`src/rtl/frog_pkg.sv`:
```
// frog_pkg: shared definitions for the frog controller and the sprite renderer.
// Holds direction encodings, the controller FSM state type, screen/sprite
// defaults and small position helpers used by frog_controller.
package frog_pkg;

  localparam int SCREEN_W_DEFAULT  = 640;
  localparam int SCREEN_H_DEFAULT  = 480;
  localparam int FROG_SIZE_DEFAULT = 32;

  // Output position width and the signed width used for move arithmetic.
  localparam int POS_W  = 10;
  localparam int POS_SW = 11;

  typedef enum logic [1:0] {
    DIR_UP    = 2'd0,
    DIR_RIGHT = 2'd1,
    DIR_DOWN  = 2'd2,
    DIR_LEFT  = 2'd3
  } dir_e;

  typedef enum logic [1:0] {
    IDLE    = 2'd0,
    HOP     = 2'd1,
    RESPAWN = 2'd2
  } frog_state_e;

  // Signed top-left position; one spare bit so a step off the screen edge
  // shows up as negative (or past the limit) instead of wrapping.
  typedef struct packed {
    logic signed [POS_SW-1:0] x;
    logic signed [POS_SW-1:0] y;
  } pos_s_t;

  // Position after moving amt pixels in direction d (screen y grows downward).
  function automatic pos_s_t move_pos(pos_s_t p, dir_e d, logic signed [POS_SW-1:0] amt);
    pos_s_t r;
    r = p;
    case (d)
      DIR_UP:    r.y = p.y - amt;
      DIR_DOWN:  r.y = p.y + amt;
      DIR_LEFT:  r.x = p.x - amt;
      DIR_RIGHT: r.x = p.x + amt;
    endcase
    return r;
  endfunction

  // True when the sprite's top-left stays inside [0,max_x] x [0,max_y].
  function automatic logic pos_in_bounds(pos_s_t p,
                                         logic signed [POS_SW-1:0] max_x,
                                         logic signed [POS_SW-1:0] max_y);
    return (p.x >= 0) && (p.x <= max_x) && (p.y >= 0) && (p.y <= max_y);
  endfunction

endpackage

```
`src/rtl/frog_button_debounce.sv`:
```
// frog_button_debounce: 2-flop synchroniser for one raw button, a frame-rate
// debounce counter and a single-cycle press pulse. The pulse fires on the
// frame_tick where the counter reaches DEBOUNCE_FRAMES; holding the button
// keeps the counter saturated so it never repeats, and a low frame re-arms it.
module frog_button_debounce #(
  parameter int DEBOUNCE_FRAMES = 3
) (
  input  logic clk,
  input  logic rst,
  input  logic frame_tick_i,
  input  logic btn_i,
  output logic press_o
);

  localparam int               CNT_W   = $clog2(DEBOUNCE_FRAMES + 1);
  localparam logic [CNT_W-1:0] CNT_MAX = CNT_W'(DEBOUNCE_FRAMES);
  localparam logic [CNT_W-1:0] CNT_ARM = CNT_W'(DEBOUNCE_FRAMES - 1);

  logic [1:0]       sync_q;
  logic             btn_sync;
  logic [CNT_W-1:0] cnt_q;
  logic [CNT_W-1:0] cnt_d;

  // Bring the asynchronous button into the clk domain.
  // NOTE: sequential state uses non-blocking assignments so every flop samples pre-edge values.
  always_ff @(posedge clk or posedge rst) begin
    if (rst) begin
      sync_q <= '0;
    end else begin
      sync_q <= {sync_q[0], btn_i};
    end
  end

  assign btn_sync = sync_q[1];

  // Count consecutive frames the button reads high, saturating at the threshold.
  // NOTE: cnt_d gets its default first so every path assigns it and no latch is inferred.
  always_comb begin
    cnt_d = cnt_q;
    if (frame_tick_i) begin
      if (!btn_sync) begin
        cnt_d = '0;
      end else if (cnt_q != CNT_MAX) begin
        cnt_d = cnt_q + CNT_W'(1);
      end
    end
  end

  // Debounce counter register.
  always_ff @(posedge clk or posedge rst) begin
    if (rst) begin
      cnt_q <= '0;
    end else begin
      cnt_q <= cnt_d;
    end
  end

  // The press is the tick on which the counter steps onto the threshold.
  assign press_o = frame_tick_i & btn_sync & (cnt_q == CNT_ARM);

endmodule

```
`src/rtl/frog_controller.sv`:
```
// frog_controller: frog position/direction controller for a Frogger-style game.
// Buttons are debounced at frame rate; the IDLE/HOP/RESPAWN FSM only moves on
// frame_tick and its registered outputs are valid the clk after that tick.
// Build option: define FROG_SMOOTH_HOP_EN for a 4-frame hop of STEP/4 pixels
// per frame; without it a hop completes in a single frame.
module frog_controller
  import frog_pkg::*;
#(
  parameter int SCREEN_W        = SCREEN_W_DEFAULT,
  parameter int SCREEN_H        = SCREEN_H_DEFAULT,
  parameter int FROG_SIZE       = FROG_SIZE_DEFAULT,
  parameter int STEP            = 32,
  parameter int START_X         = 304,
  parameter int START_Y         = 448,
  parameter int DEBOUNCE_FRAMES = 3,
  parameter int RESPAWN_FRAMES  = 30
) (
  input  logic       clk,
  input  logic       rst,
  input  logic       frame_tick,
  input  logic       btn_up,
  input  logic       btn_down,
  input  logic       btn_left,
  input  logic       btn_right,
  input  logic       collision,
  output logic [9:0] frog_x,
  output logic [9:0] frog_y,
  output logic [1:0] direction,
  output logic       hopping,
  output logic       goal,
  output logic       dead
);

`ifdef FROG_SMOOTH_HOP_EN
  localparam int HOP_TICKS = 4;
`else
  localparam int HOP_TICKS = 1;
`endif

  localparam int HOP_PX = STEP / HOP_TICKS;

  localparam logic signed [POS_SW-1:0] STEP_S   = POS_SW'(STEP);
  localparam logic signed [POS_SW-1:0] HOP_PX_S = POS_SW'(HOP_PX);
  localparam logic signed [POS_SW-1:0] MAX_X_S  = POS_SW'(SCREEN_W - FROG_SIZE);
  localparam logic signed [POS_SW-1:0] MAX_Y_S  = POS_SW'(SCREEN_H - FROG_SIZE);
  localparam logic [POS_W-1:0]         SPAWN_X  = POS_W'(START_X);
  localparam logic [POS_W-1:0]         SPAWN_Y  = POS_W'(START_Y);

  localparam int               RCNT_W    = $clog2(RESPAWN_FRAMES + 1);
  localparam logic [RCNT_W-1:0] RESP_LAST = RCNT_W'(RESPAWN_FRAMES - 1);

  // Debounced press pulses, one per button.
  logic press_up;
  logic press_down;
  logic press_left;
  logic press_right;
  logic any_press;

  frog_button_debounce #(.DEBOUNCE_FRAMES(DEBOUNCE_FRAMES)) u_db_up (
    .clk          (clk),
    .rst          (rst),
    .frame_tick_i (frame_tick),
    .btn_i        (btn_up),
    .press_o      (press_up)
  );

  frog_button_debounce #(.DEBOUNCE_FRAMES(DEBOUNCE_FRAMES)) u_db_down (
    .clk          (clk),
    .rst          (rst),
    .frame_tick_i (frame_tick),
    .btn_i        (btn_down),
    .press_o      (press_down)
  );

  frog_button_debounce #(.DEBOUNCE_FRAMES(DEBOUNCE_FRAMES)) u_db_left (
    .clk          (clk),
    .rst          (rst),
    .frame_tick_i (frame_tick),
    .btn_i        (btn_left),
    .press_o      (press_left)
  );

  frog_button_debounce #(.DEBOUNCE_FRAMES(DEBOUNCE_FRAMES)) u_db_right (
    .clk          (clk),
    .rst          (rst),
    .frame_tick_i (frame_tick),
    .btn_i        (btn_right),
    .press_o      (press_right)
  );

  assign any_press = press_up | press_down | press_left | press_right;

  // State and registered outputs.
  frog_state_e       state_q,    state_d;
  logic [POS_W-1:0]  x_q,        x_d;
  logic [POS_W-1:0]  y_q,        y_d;
  dir_e              dir_q,      dir_d;
  logic              hopping_q,  hopping_d;
  logic              goal_q,     goal_d;
  logic              dead_q,     dead_d;
  logic [RCNT_W-1:0] resp_cnt_q, resp_cnt_d;
  logic              hop_last;

`ifdef FROG_SMOOTH_HOP_EN
  logic [1:0] hop_cnt_q, hop_cnt_d;

  assign hop_last = (hop_cnt_q == 2'd3);

  // Frame counter within a smooth hop.
  always_ff @(posedge clk or posedge rst) begin
    if (rst) begin
      hop_cnt_q <= '0;
    end else begin
      hop_cnt_q <= hop_cnt_d;
    end
  end
`else
  assign hop_last = 1'b1;
`endif

  // Move geometry: current position, the full-step target of a new press
  // and the next in-flight position of a running hop.
  pos_s_t cur_pos;
  pos_s_t press_tgt;
  pos_s_t hop_nxt;
  dir_e   press_dir;
  logic   press_ok;

  assign cur_pos = '{x: $signed({1'b0, x_q}), y: $signed({1'b0, y_q})};

  // Resolve simultaneous presses: up > down > left > right.
  always_comb begin
    press_dir = DIR_RIGHT;
    if (press_up) begin
      press_dir = DIR_UP;
    end else if (press_down) begin
      press_dir = DIR_DOWN;
    end else if (press_left) begin
      press_dir = DIR_LEFT;
    end
  end

  assign press_tgt = move_pos(cur_pos, press_dir, STEP_S);
  assign press_ok  = pos_in_bounds(press_tgt, MAX_X_S, MAX_Y_S);
  assign hop_nxt   = move_pos(cur_pos, dir_q, HOP_PX_S);

  // FSM next state and output updates; nothing changes except on frame_tick.
  always_comb begin
    state_d    = state_q;
    x_d        = x_q;
    y_d        = y_q;
    dir_d      = dir_q;
    hopping_d  = hopping_q;
    goal_d     = 1'b0;
    dead_d     = dead_q;
    resp_cnt_d = resp_cnt_q;
`ifdef FROG_SMOOTH_HOP_EN
    hop_cnt_d  = hop_cnt_q;
`endif

    if (frame_tick) begin
      case (state_q)
        IDLE: begin
          if (collision) begin
            state_d    = RESPAWN;
            dead_d     = 1'b1;
            hopping_d  = 1'b0;
            resp_cnt_d = '0;
          end else if (any_press) begin
            // Facing follows the press even when the move is off-screen.
            dir_d = press_dir;
            if (press_ok) begin
              state_d   = HOP;
              hopping_d = 1'b1;
`ifdef FROG_SMOOTH_HOP_EN
              hop_cnt_d = '0;
`endif
            end
          end
        end

        HOP: begin
          if (collision) begin
            // A hit freezes the frog where it is and outranks a goal.
            state_d    = RESPAWN;
            dead_d     = 1'b1;
            hopping_d  = 1'b0;
            resp_cnt_d = '0;
          end else begin
            x_d = POS_W'(hop_nxt.x);
            y_d = POS_W'(hop_nxt.y);
            if (hop_last) begin
              hopping_d = 1'b0;
              if (hop_nxt.y == '0) begin
                state_d    = RESPAWN;
                goal_d     = 1'b1;
                resp_cnt_d = '0;
              end else begin
                state_d = IDLE;
              end
            end
`ifdef FROG_SMOOTH_HOP_EN
            else begin
              hop_cnt_d = hop_cnt_q + 2'd1;
            end
`endif
          end
        end

        RESPAWN: begin
          if (resp_cnt_q == RESP_LAST) begin
            state_d    = IDLE;
            x_d        = SPAWN_X;
            y_d        = SPAWN_Y;
            dir_d      = DIR_UP;
            dead_d     = 1'b0;
            resp_cnt_d = '0;
          end else begin
            resp_cnt_d = resp_cnt_q + RCNT_W'(1);
          end
        end

        default: begin
          state_d = IDLE;
        end
      endcase
    end
  end

  // State register; reset drops any hop in flight back to the spawn point.
  always_ff @(posedge clk or posedge rst) begin
    if (rst) begin
      state_q    <= IDLE;
      x_q        <= SPAWN_X;
      y_q        <= SPAWN_Y;
      dir_q      <= DIR_UP;
      hopping_q  <= 1'b0;
      goal_q     <= 1'b0;
      dead_q     <= 1'b0;
      resp_cnt_q <= '0;
    end else begin
      state_q    <= state_d;
      x_q        <= x_d;
      y_q        <= y_d;
      dir_q      <= dir_d;
      hopping_q  <= hopping_d;
      goal_q     <= goal_d;
      dead_q     <= dead_d;
      resp_cnt_q <= resp_cnt_d;
    end
  end

  assign frog_x    = x_q;
  assign frog_y    = y_q;
  assign direction = dir_q;
  assign hopping   = hopping_q;
  assign goal      = goal_q;
  assign dead      = dead_q;

endmodule

```
`config.mk`:
```
export PLATFORM = sky130hd
export DESIGN_NAME = frog_controller
export DESIGN_NICKNAME = d
export VERILOG_FILES = /design/src/rtl/frog_pkg.sv /design/src/rtl/frog_button_debounce.sv /design/src/rtl/frog_controller.sv
export SDC_FILE = /design/constraint.sdc
export NUM_CORES = 1
export LEC_CHECK = 0
export CORE_MARGIN = 2
export CORE_UTILIZATION = 25
export CTS_BUF_LIST = sky130_fd_sc_hd__clkbuf_16
export DETAILED_ROUTE_END_ITERATION = 10
export DONT_BUFFER_PORTS = 1
export GPL_ROUTABILITY_DRIVEN = 0
export SLEW_MARGIN = 20
export SYNTH_ARGS = -nofsm -noshare
export SYNTH_HDL_FRONTEND = slang
export SYNTH_HIERARCHICAL = 1
export SYNTH_SLANG_ARGS = --single-unit
```
`constraint.sdc`:
```
create_clock -name clk -period 3 [get_ports clk]
set_input_delay 0.45 -clock clk [delete_from_list [all_inputs] [get_ports clk]]
set_output_delay 0.45 -clock clk [all_outputs]
set_load 0.02 [all_outputs]
```
* Word-level counts from Yosys, hierarchy flattened
Cells that the tools add are included.
** Word-level totals
- Register bits :: 48
- Logic and storage cells :: 142
- Input port bits :: 8
** Cells by class
- Mux-type cells :: 47
- Reductions and logical operators :: 24
- Bitwise logic cells :: 11
- Order comparisons :: 4
- Add/sub/neg operators :: 9
- Eq/ne operators :: 31
** Operators by type and width (count)
- 11-bit one-hot mux with 2 select lines :: 3
- 10-bit one-hot mux with 2 select lines :: 3
- 10-bit two-way mux :: 4
- 2-bit two-way mux :: 19
- 2-bit != test, second input constant :: 13
- 10-bit by 6-bit adder with 11-bit output, second input constant :: 2
- 11-bit by 1-bit >= comparator with 1-bit output, second input constant :: 2
- 10-bit by 6-bit subtractor with 11-bit output, second input constant :: 2
- 5-bit two-way mux :: 4
- 4-bit AND reduction :: 5
- 2-bit equality test, second input constant :: 9
- 5-bit one-hot mux with 3 select lines :: 1
- 3-bit != test, second input constant :: 4
- 11-bit by 10-bit <= comparator with 1-bit output, second input constant :: 1
- 11-bit <= comparator, second input constant :: 1
- 11-bit zero test :: 1
- 5-bit AND reduction :: 2
- 1-bit two-way mux :: 9
- 2-bit by 1-bit adder with 2-bit output, second input constant :: 4
- 1-bit AND :: 8
- 2-bit AND reduction :: 4
- 2-bit nonzero test :: 4
- 2-bit by 1-bit equality test with 1-bit output, second input constant :: 3
- 2-bit zero test :: 3
- 10 further kinds :: 15

* Depth between registers and ports, before layout
Gate-level depths: netlist of the first run.
- Depth after elaboration :: 15
- Mapped depth :: 12
- Mapped depth without buffers :: 10

* Hierarchy
The synthesis of the first run kept the hierarchy.
** By module, submodules not included
- frog_controller :: seq. area each 583.1 sq um, times used 1, area an instance 2070.7 sq um, cells an instance 263
- frog_button_debounce :: seq. area each 100.1 sq um, times used 4, area an instance 193.9 sq um, cells an instance 16

* Worst setup path after synthesis of the first run
Ideal clock, no wire load.
- Kind :: register to register
- Start point :: register y_q[5], in the netlist frog_y[5]
- End point :: register resp_cnt_q[4]
- Path buffers :: 1
- Data arrival time :: 2.406 ns
- Setup slack :: 0.528 ns
- Cell stages (with the launch flop) :: 11
- Period minus slack after synthesis :: 2.472 ns
- Setup time :: 0.066 ns
- Data required time :: 2.934 ns
- Cell sequence :: dfrtp_1 buf_6 inv_1 ha_1 nor3b_1 nand2b_1 a21oi_1 xnor2_1 a31oi_4 or4_1 nand2_1
** On the way
- Longest elaborated chain between the ends :: 5
** Ends and longest elaborated chain
- start, declared :: line frog_controller.sv:96 : logic [POS_W-1:0] y_q, y_d;
- start signal, assigned :: line frog_controller.sv:244 : y_q <= y_d;
- 10-bit by 6-bit adder with 11-bit output / 10-bit by 6-bit subtractor with 11-bit output (equally long branches) :: line frog_pkg.sv:40, frog_pkg.sv:39
- 11-bit one-hot mux with 2 select lines (*) :: line frog_pkg.sv:38 : case (d)
- 11-bit zero test (*) :: line frog_controller.sv:194 : if (hop_nxt.y == '0) begin
- 3-bit != test (no line) (*)
- 4-bit AND reduction (no line) (*)
- end signal, assigned :: line frog_controller.sv:249 : resp_cnt_q <= resp_cnt_d;
- end, declared :: line frog_controller.sv:101 : logic [RCNT_W-1:0] resp_cnt_q, resp_cnt_d;
Every way passes the cells marked *; elsewhere a longest branch is shown, timed or not.
A chain may end at the register's enable or synchronous reset.

* Worst setup path after layout of the first run
- Start point :: register y_q[6], in the netlist frog_y[6]
- End point :: register state_q[1]
** On the way
- Longest elaborated chain between the ends :: 7
** Ends and longest elaborated chain
- 10-bit by 6-bit adder with 11-bit output / 10-bit by 6-bit subtractor with 11-bit output (equally long branches) :: line frog_pkg.sv:40, frog_pkg.sv:39
- 11-bit one-hot mux with 2 select lines :: line frog_pkg.sv:38
- 11-bit by 1-bit >= comparator with 1-bit output :: line frog_pkg.sv:51 : return (p.x >= 0) && (p.x <= max_x) && (p.y >= 0) && (p.y <= max_y);
- 1-bit logical AND (2 in series) :: line frog_pkg.sv:51
- 3-bit != test (no line)
- 4-bit AND reduction (no line)
- end signal, assigned :: line frog_controller.sv:242 : state_q <= state_d;
- end, declared :: line frog_controller.sv:94 : frog_state_e state_q, state_d;
Parallel ways exist; a longest one is shown, timed or not.

==> results of run 1 <==
-- state kept, by name (all words and copies together), names as in the netlist --
register	cells
goal	1
hopping	1
u_db_down/sync_q	2
u_db_right/sync_q	2
u_db_down/cnt_q	2
u_db_left/cnt_q	2
resp_cnt_q	5
u_db_left/sync_q	2
u_db_right/cnt_q	2
dead	1
state_q	2
frog_x	6
direction	2
frog_y	5
u_db_up/sync_q	2
u_db_up/cnt_q	2
-- final timing paths --
| path | cells past startpoint | end | slack [ns] |
|---|---|---|---|
| setup / recovery | 8 | state_q[1] | 0.42 |
| hold reg to reg | 0 | u_db_right/sync_q[1] | 0.35 |
| max in group asynchronous | 1 | frog_y[9] | 2.11 |
| min in group asynchronous | 1 | frog_x[6] | 0.29 |
| hold / removal | 0 | u_db_down/sync_q[0] | 0.19 |
| setup reg to reg | 8 | state_q[1] | 0.42 |
-- logic make-up (layout without fill, tap and decap cells) --
family / after synthesis / after routing / share of synthesized area (%)
AO/OA/AOI/OAI: 76 / 76 / 20.2
XOR/XNOR: 8 / 8 / 2.46
adder cells (fa/ha/maj): 18 / 18 / 7.91
buffers and inverters: 49 / 34 / 8.57
flip-flops: 39 / 39 / 34.5
multiplexers: 8 / 8 / 3.03
other: 1 / 9 / 0.132
AND/OR/NAND/NOR: 128 / 128 / 23.2
-- worst register-to-register path, cell delays in order (launching register included) --
cell	delay, ns
dfstp_2	0.67
ha_1	0.31
a21oi_1	0.06
mux2_2	0.28
a2111oi_2	0.35
a311oi_1	0.11
a221oi_2	0.31
o21ai_2	0.09
mux2_4	0.30
-- where the power goes --
| part | switching, mW | leakage [nW] | total [mW] | internal [mW] |
|---|---|---|---|---|
| Sequential | 0.387 | 0.483 | 1.09 | 0.698 |
| Clock | 0.209 | 0.0724 | 0.510 | 0.301 |
| Combinational | 0.745 | 0.748 | 1.30 | 0.552 |
| Total | 1.34 | 1.30 | 2.89 | 1.55 |
-- area by class of cell --
class | count | area, µm²
inverter | 21 | 78.8
clock inverter | 3 | 12.5
clock buffer | 5 | 125
fill | 1159 | 7920
tap | 140 | 175
sequential | 39 | 983
timing repair buffer | 5 | 40.0
multi-input combinational | 247 | 1650
-- metrics by stage --
step           worst slack, ns  cell area [µm²]
6_report                 0.423             3060
5_1_grt                  0.233             3060
3_5_place_dp             0.437             2920
2_1_floorplan            0.528             2880
3_3_place_gp             0.515             2920
4_1_cts                  0.429             3060
-- layer usage --
metal	part of all wire, %	up-vias	track usage, %
li1	-	1124	-
met1	46	1095	13.7
met2	47	56	17.8
met3	5.3	9	3.01
met4	1.6	0	3.83
met5	0	-	0
-- placed cells by master (no fill, tap or decap), types with 3 or more instances in the layout --
| master | n |
|---|---|
| o31ai_1 | 4 |
| a21oi_1 | 14 |
| and3_1 | 6 |
| o311ai_2 | 4 |
| mux2i_1 | 6 |
| or2_0 | 4 |
| nand4_1 | 7 |
| dfstp_2 | 6 |
| xnor2_1 | 7 |
| nand2b_1 | 10 |
| dfrtp_1 | 33 |
| inv_1 | 22 |
| a31oi_1 | 3 |
| nand2_1 | 33 |
| nand3_1 | 14 |
| o41ai_1 | 4 |
| o21ai_0 | 19 |
| conb_1 | 9 |
| nor2_1 | 23 |
| a21boi_0 | 5 |
| and3_2 | 4 |
| nor3_1 | 6 |
| ha_1 | 18 |
| o22ai_1 | 6 |
| clkbuf_16 | 5 |
| nand2_2 | 4 |
| buf_4 | 4 |
-- timing repair --
item                                   CTS  global route
hold buffers                             1             0
endpoints found under the hold margin   16             0
resized for setup                        0             0
==> out/qor.yml, run 1 <==
status: "complete, no violations"
postRouteAntennaNets: 0
cp.buffers_inverters: 0
rsz0062_at_grt: "no"
vias_per_cell: 4.97
min_period_over_period_pct: 85.9
tns_ns: 0
worstSetupEndpointType: "flop"
placed_cells: 451
nNetsFinal: 345
min_period_ns: 2.58
cts_sinks: 39
hold_path_class: "in2reg"
hold_start: "btn_down"
drc_errors: 0
synth_edf_count: 0
drt_wl_total_um: 6510
utilization_pct: 27.9
clkTransAtPathRegs_ns: 0.06
die_y_um: 111
slew_violations: 0
startpoint: "frog_y[6]"
core_area_mm2: 0.0110
root_buffer: "clkbuf_16"
synth_area_leader_cell: "dfrtp_1"
ios: 33
grt_usage_pct: 10.8
cts_setup_buffers: 0
synth_area_leaders: "dfrtp_1 (29%), ha_1 (7.9%), dfstp_2 (5.5%)"
drt_iter0_drc: 135
area_growth_pct: 7.65
grt_pass1_wl_um: 10900
yosysSeqAreaShare_pct: 34.5
path_max_fanout: 10
drv_cap: 0
avgSynthCellArea_um2: 8.70
post-dp-hpwl_um: 4770
worstReg2RegStart: "frog_y[6]"
netlist_area_mm2: 0.00285
synth-async-reset-ratio_pct: 100
drive_gt1_share_pct: 12.2
row_count: 38
h-tree-depth: 2
dr.pass1.iters: 4
tightest_slew_ns: 0.983
p_leak_nw: 1.30
num_antenna_cells: 0
grt_max_degree: 24
synth-warning-count: 6
ys.flop_type: "dfrtp_1"
worstSetupPathType: "reg2reg"
layout.cells.non_filler: 460
powerDensity_mw_per_mm2: 944
clkLatencyLatePin_ns: 0.28
setup_violations: 0
worstSetupStartpointType: "flop"
fp.dieW_um: 111
max_stage_delay_ns: 0.67
grt_pass1_vias: 2267
max_freq_mhz: 388
fin_skew_ns: 0.00530
vdd_drop_max_mv: 0.519
portBuffers: 0
crit_arrival_ns: 2.75
cts_tree: "yes"
ys_seq_elements: 39
cp.required_ns: 3.17
gr-total-overflow: 0
synthTopCellsByCount: "dfrtp_1 (33), nand2_1 (33), nor2_1 (23)"
slowest_stage: "dfstp_2"
cts_max_path_buffers: 2
start_util_pct: 25.9
power_mw: 2.89
finalHoldViolCount: 0
wl_per_cell_um: 14.2
path_delay_family: "compound AO/OA/AOI/OAI gates"
synth.top_cell.area_share_pct: 29.0
vias: 2284
ys_types: 60
numCtsBuffers: 5
relSlewSlack_pct: 34.4
dieArea_mm2: 0.0123
syn_inst: 327
whs_ns: 0.191
crit_chain: "ha_1 -> a21oi_1 -> mux2_2 -> a2111oi_2 -> a311oi_1 -> a221oi_2 -> o21ai_2 -> mux2_4"
antenna_found_initial: 0
(Power assumes the default switching activity.)
==> run 2: changes to the inputs <==
--- a/config.mk
+++ b/config.mk
@@ -8,6 +8,7 @@
 export CORE_MARGIN = 2
 export CORE_UTILIZATION = 25
 export CTS_BUF_LIST = sky130_fd_sc_hd__clkbuf_16
+export CTS_CLUSTER_DIAMETER = 80
 export DETAILED_ROUTE_END_ITERATION = 10
 export DONT_BUFFER_PORTS = 1
 export GPL_ROUTABILITY_DRIVEN = 0
==> results of run 2 <==
Final layout, timing and power as in run 1 (identical DEF).
==> run 3: changes to the inputs <==
--- a/config.mk
+++ b/config.mk
@@ -12,7 +12,7 @@
 export DETAILED_ROUTE_END_ITERATION = 10
 export DONT_BUFFER_PORTS = 1
 export GPL_ROUTABILITY_DRIVEN = 0
-export SLEW_MARGIN = 20
+export SLEW_MARGIN = 25
 export SYNTH_ARGS = -nofsm -noshare
 export SYNTH_HDL_FRONTEND = slang
 export SYNTH_HIERARCHICAL = 1
==> run 3 against run 2 <==
Clock-buffer cell count is the same. Flip-flop and latch count unchanged. Critical endpoint unchanged. Combinational power about the same.
==> out/qor.yml, run 3 (synthesized netlist as in run 1, its figures left out) <==
gr-total-overflow: 0
dieArea_mm2: 0.0123
grt_usage_pct: 10.8
drc_errors: 0
tightest_slew_ns: 0.644
ios: 33
final_cell_mix: "nand2_1 (33), dfrtp_1 (33), nor2_1 (23), inv_1 (21), o21ai_0 (19)"
worstReg2RegStart: "frog_y[6]"
fin_skew_ns: 0.00531
path_max_fanout: 10
startpoint: "frog_y[6]"
final_cell_area_mm2: 0.00306
grt_pass1_wl_um: 10900
area_growth_pct: 7.65
grt_pass1_vias: 2267
grt_max_degree: 24
cts_max_path_buffers: 2
wl_per_cell_um: 14.1
numCtsBuffers: 5
placed_cell_area_mm2: 0.00292
slowest_stage: "dfstp_2"
fp.dieW_um: 111
p_leak_nw: 1.30
num_antenna_cells: 0
start_util_pct: 25.9
worstSetupEndpointType: "flop"
nNetsFinal: 345
clkTransAtPathRegs_ns: 0.06
vias_per_cell: 4.96
setup_ws_ns: 0.423
finalHoldViolCount: 0
antenna_found_initial: 0
drt_iter0_drc: 127
min_period_over_period_pct: 85.9
cts-resized-gates: 0
rsz0062_at_grt: "no"
vias: 2282
hold_path_class: "in2async"
max_stage_delay_ns: 0.67
tns_ns: 0
largest_reg_flops: 6
cts_tree: "yes"
die_y_um: 111
slew_violations: 0
drv_cap: 0
dp_slack_ns: 0.437
min_period_ns: 2.58
post-dp-hpwl_um: 4770
postRouteAntennaNets: 0
max_freq_mhz: 388
worstSetupPathType: "reg2reg"
r2r_setup_slack_ns: 0.42
root_buffer: "clkbuf_16"
crit_arrival_ns: 2.75
drt_wl_total_um: 6500
status: "complete, no violations"
worstSetupStartpointType: "flop"
fillCellCount: 1159
dr.pass1.iters: 4
placed_cells: 451
drive_gt1_share_pct: 12.5
cts_sinks: 39
h-tree-depth: 2
relSlewSlack_pct: 57.1
layout.cells.non_filler: 460
setup_violations: 0
cts_setup_buffers: 0
crit_chain: "ha_1 -> a21oi_1 -> mux2_2 -> a2111oi_2 -> a311oi_1 -> a221oi_2 -> o21ai_2 -> mux2_4"
portBuffers: 0
core_area_mm2: 0.0110
row_count: 38
powerDensity_mw_per_mm2: 944
cp.required_ns: 3.17
clkLatencyLatePin_ns: 0.28
vdd_drop_max_mv: 0.519
run 3: cell counts in the layout (fill, tap and decap cells not counted):
No cell type changed its count.
run 3: layout make-up:
type                    instances  area [µm²]  share of cell area [%]
multi-input cells             247        1650                    53.8
flip-flops and latches         39         983                    32.1
well taps                     140         175                    5.72
clock buffers                   5         125                    4.08
inverters                      21        78.8                    2.57
repair buffers                  5        40.0                    1.31
clock inverters                 3        12.5                   0.408
run 3: layer usage:
layer,up-vias,GRT usage (%),part of all wire [%]
met4,0,3.83,1.6
met3,9,3.01,5.1
met2,51,17.8,47
li1,1124,-,-
met5,-,0,0
met1,1098,13.7,46
run 3: metrics by stage:
stage / power, mW / hold WS, ns / utilization, %
3_5_place_dp: 2.39 / 0.234 / 26.6
2_1_floorplan: 2.12 / 0.216 / -
6_report: 2.89 / 0.0948 / 27.9
3_3_place_gp: 2.34 / 0.225 / 26.6
4_1_cts: 2.92 / 0.182 / 27.9
5_1_grt: 3.14 / 0.128 / 27.9
run 3: worst paths after layout:
| path | cells after the start | to |
|---|---|---|
| max in group asynchronous | 2 | u_db_left/cnt_q[0] |
| min in group clk | 0 | u_db_down/sync_q[0] |
| hold reg to reg | 0 | u_db_right/sync_q[1] |
| setup / recovery | 8 | state_q[1] |
| hold / removal | 1 | frog_x[6] |
| setup reg to reg | 8 | state_q[1] |
run 3: repair_timing:
item                                    CTS  global route
hold buffers                              1             0
endpoints found under the setup margin    0             0
endpoints found under the hold margin    16             0
run 3: worst max-delay path, delay by kind of cell (launching register included):
| family | cells | cell delay (ns) |
|---|---|---|
| compound gates | 5 | 0.92 |
| flops | 1 | 0.67 |
| mux | 2 | 0.58 |
| fa+ha+maj | 1 | 0.31 |
run 3: power breakdown:
part / internal [mW] / total [mW] / switching (mW) / leakage [nW]
clock: 0.301 / 0.510 / 0.209 / 0.0724
sequential: 0.698 / 1.09 / 0.387 / 0.483
combinational: 0.552 / 1.30 / 0.745 / 0.747
total: 1.55 / 2.89 / 1.34 / 1.30
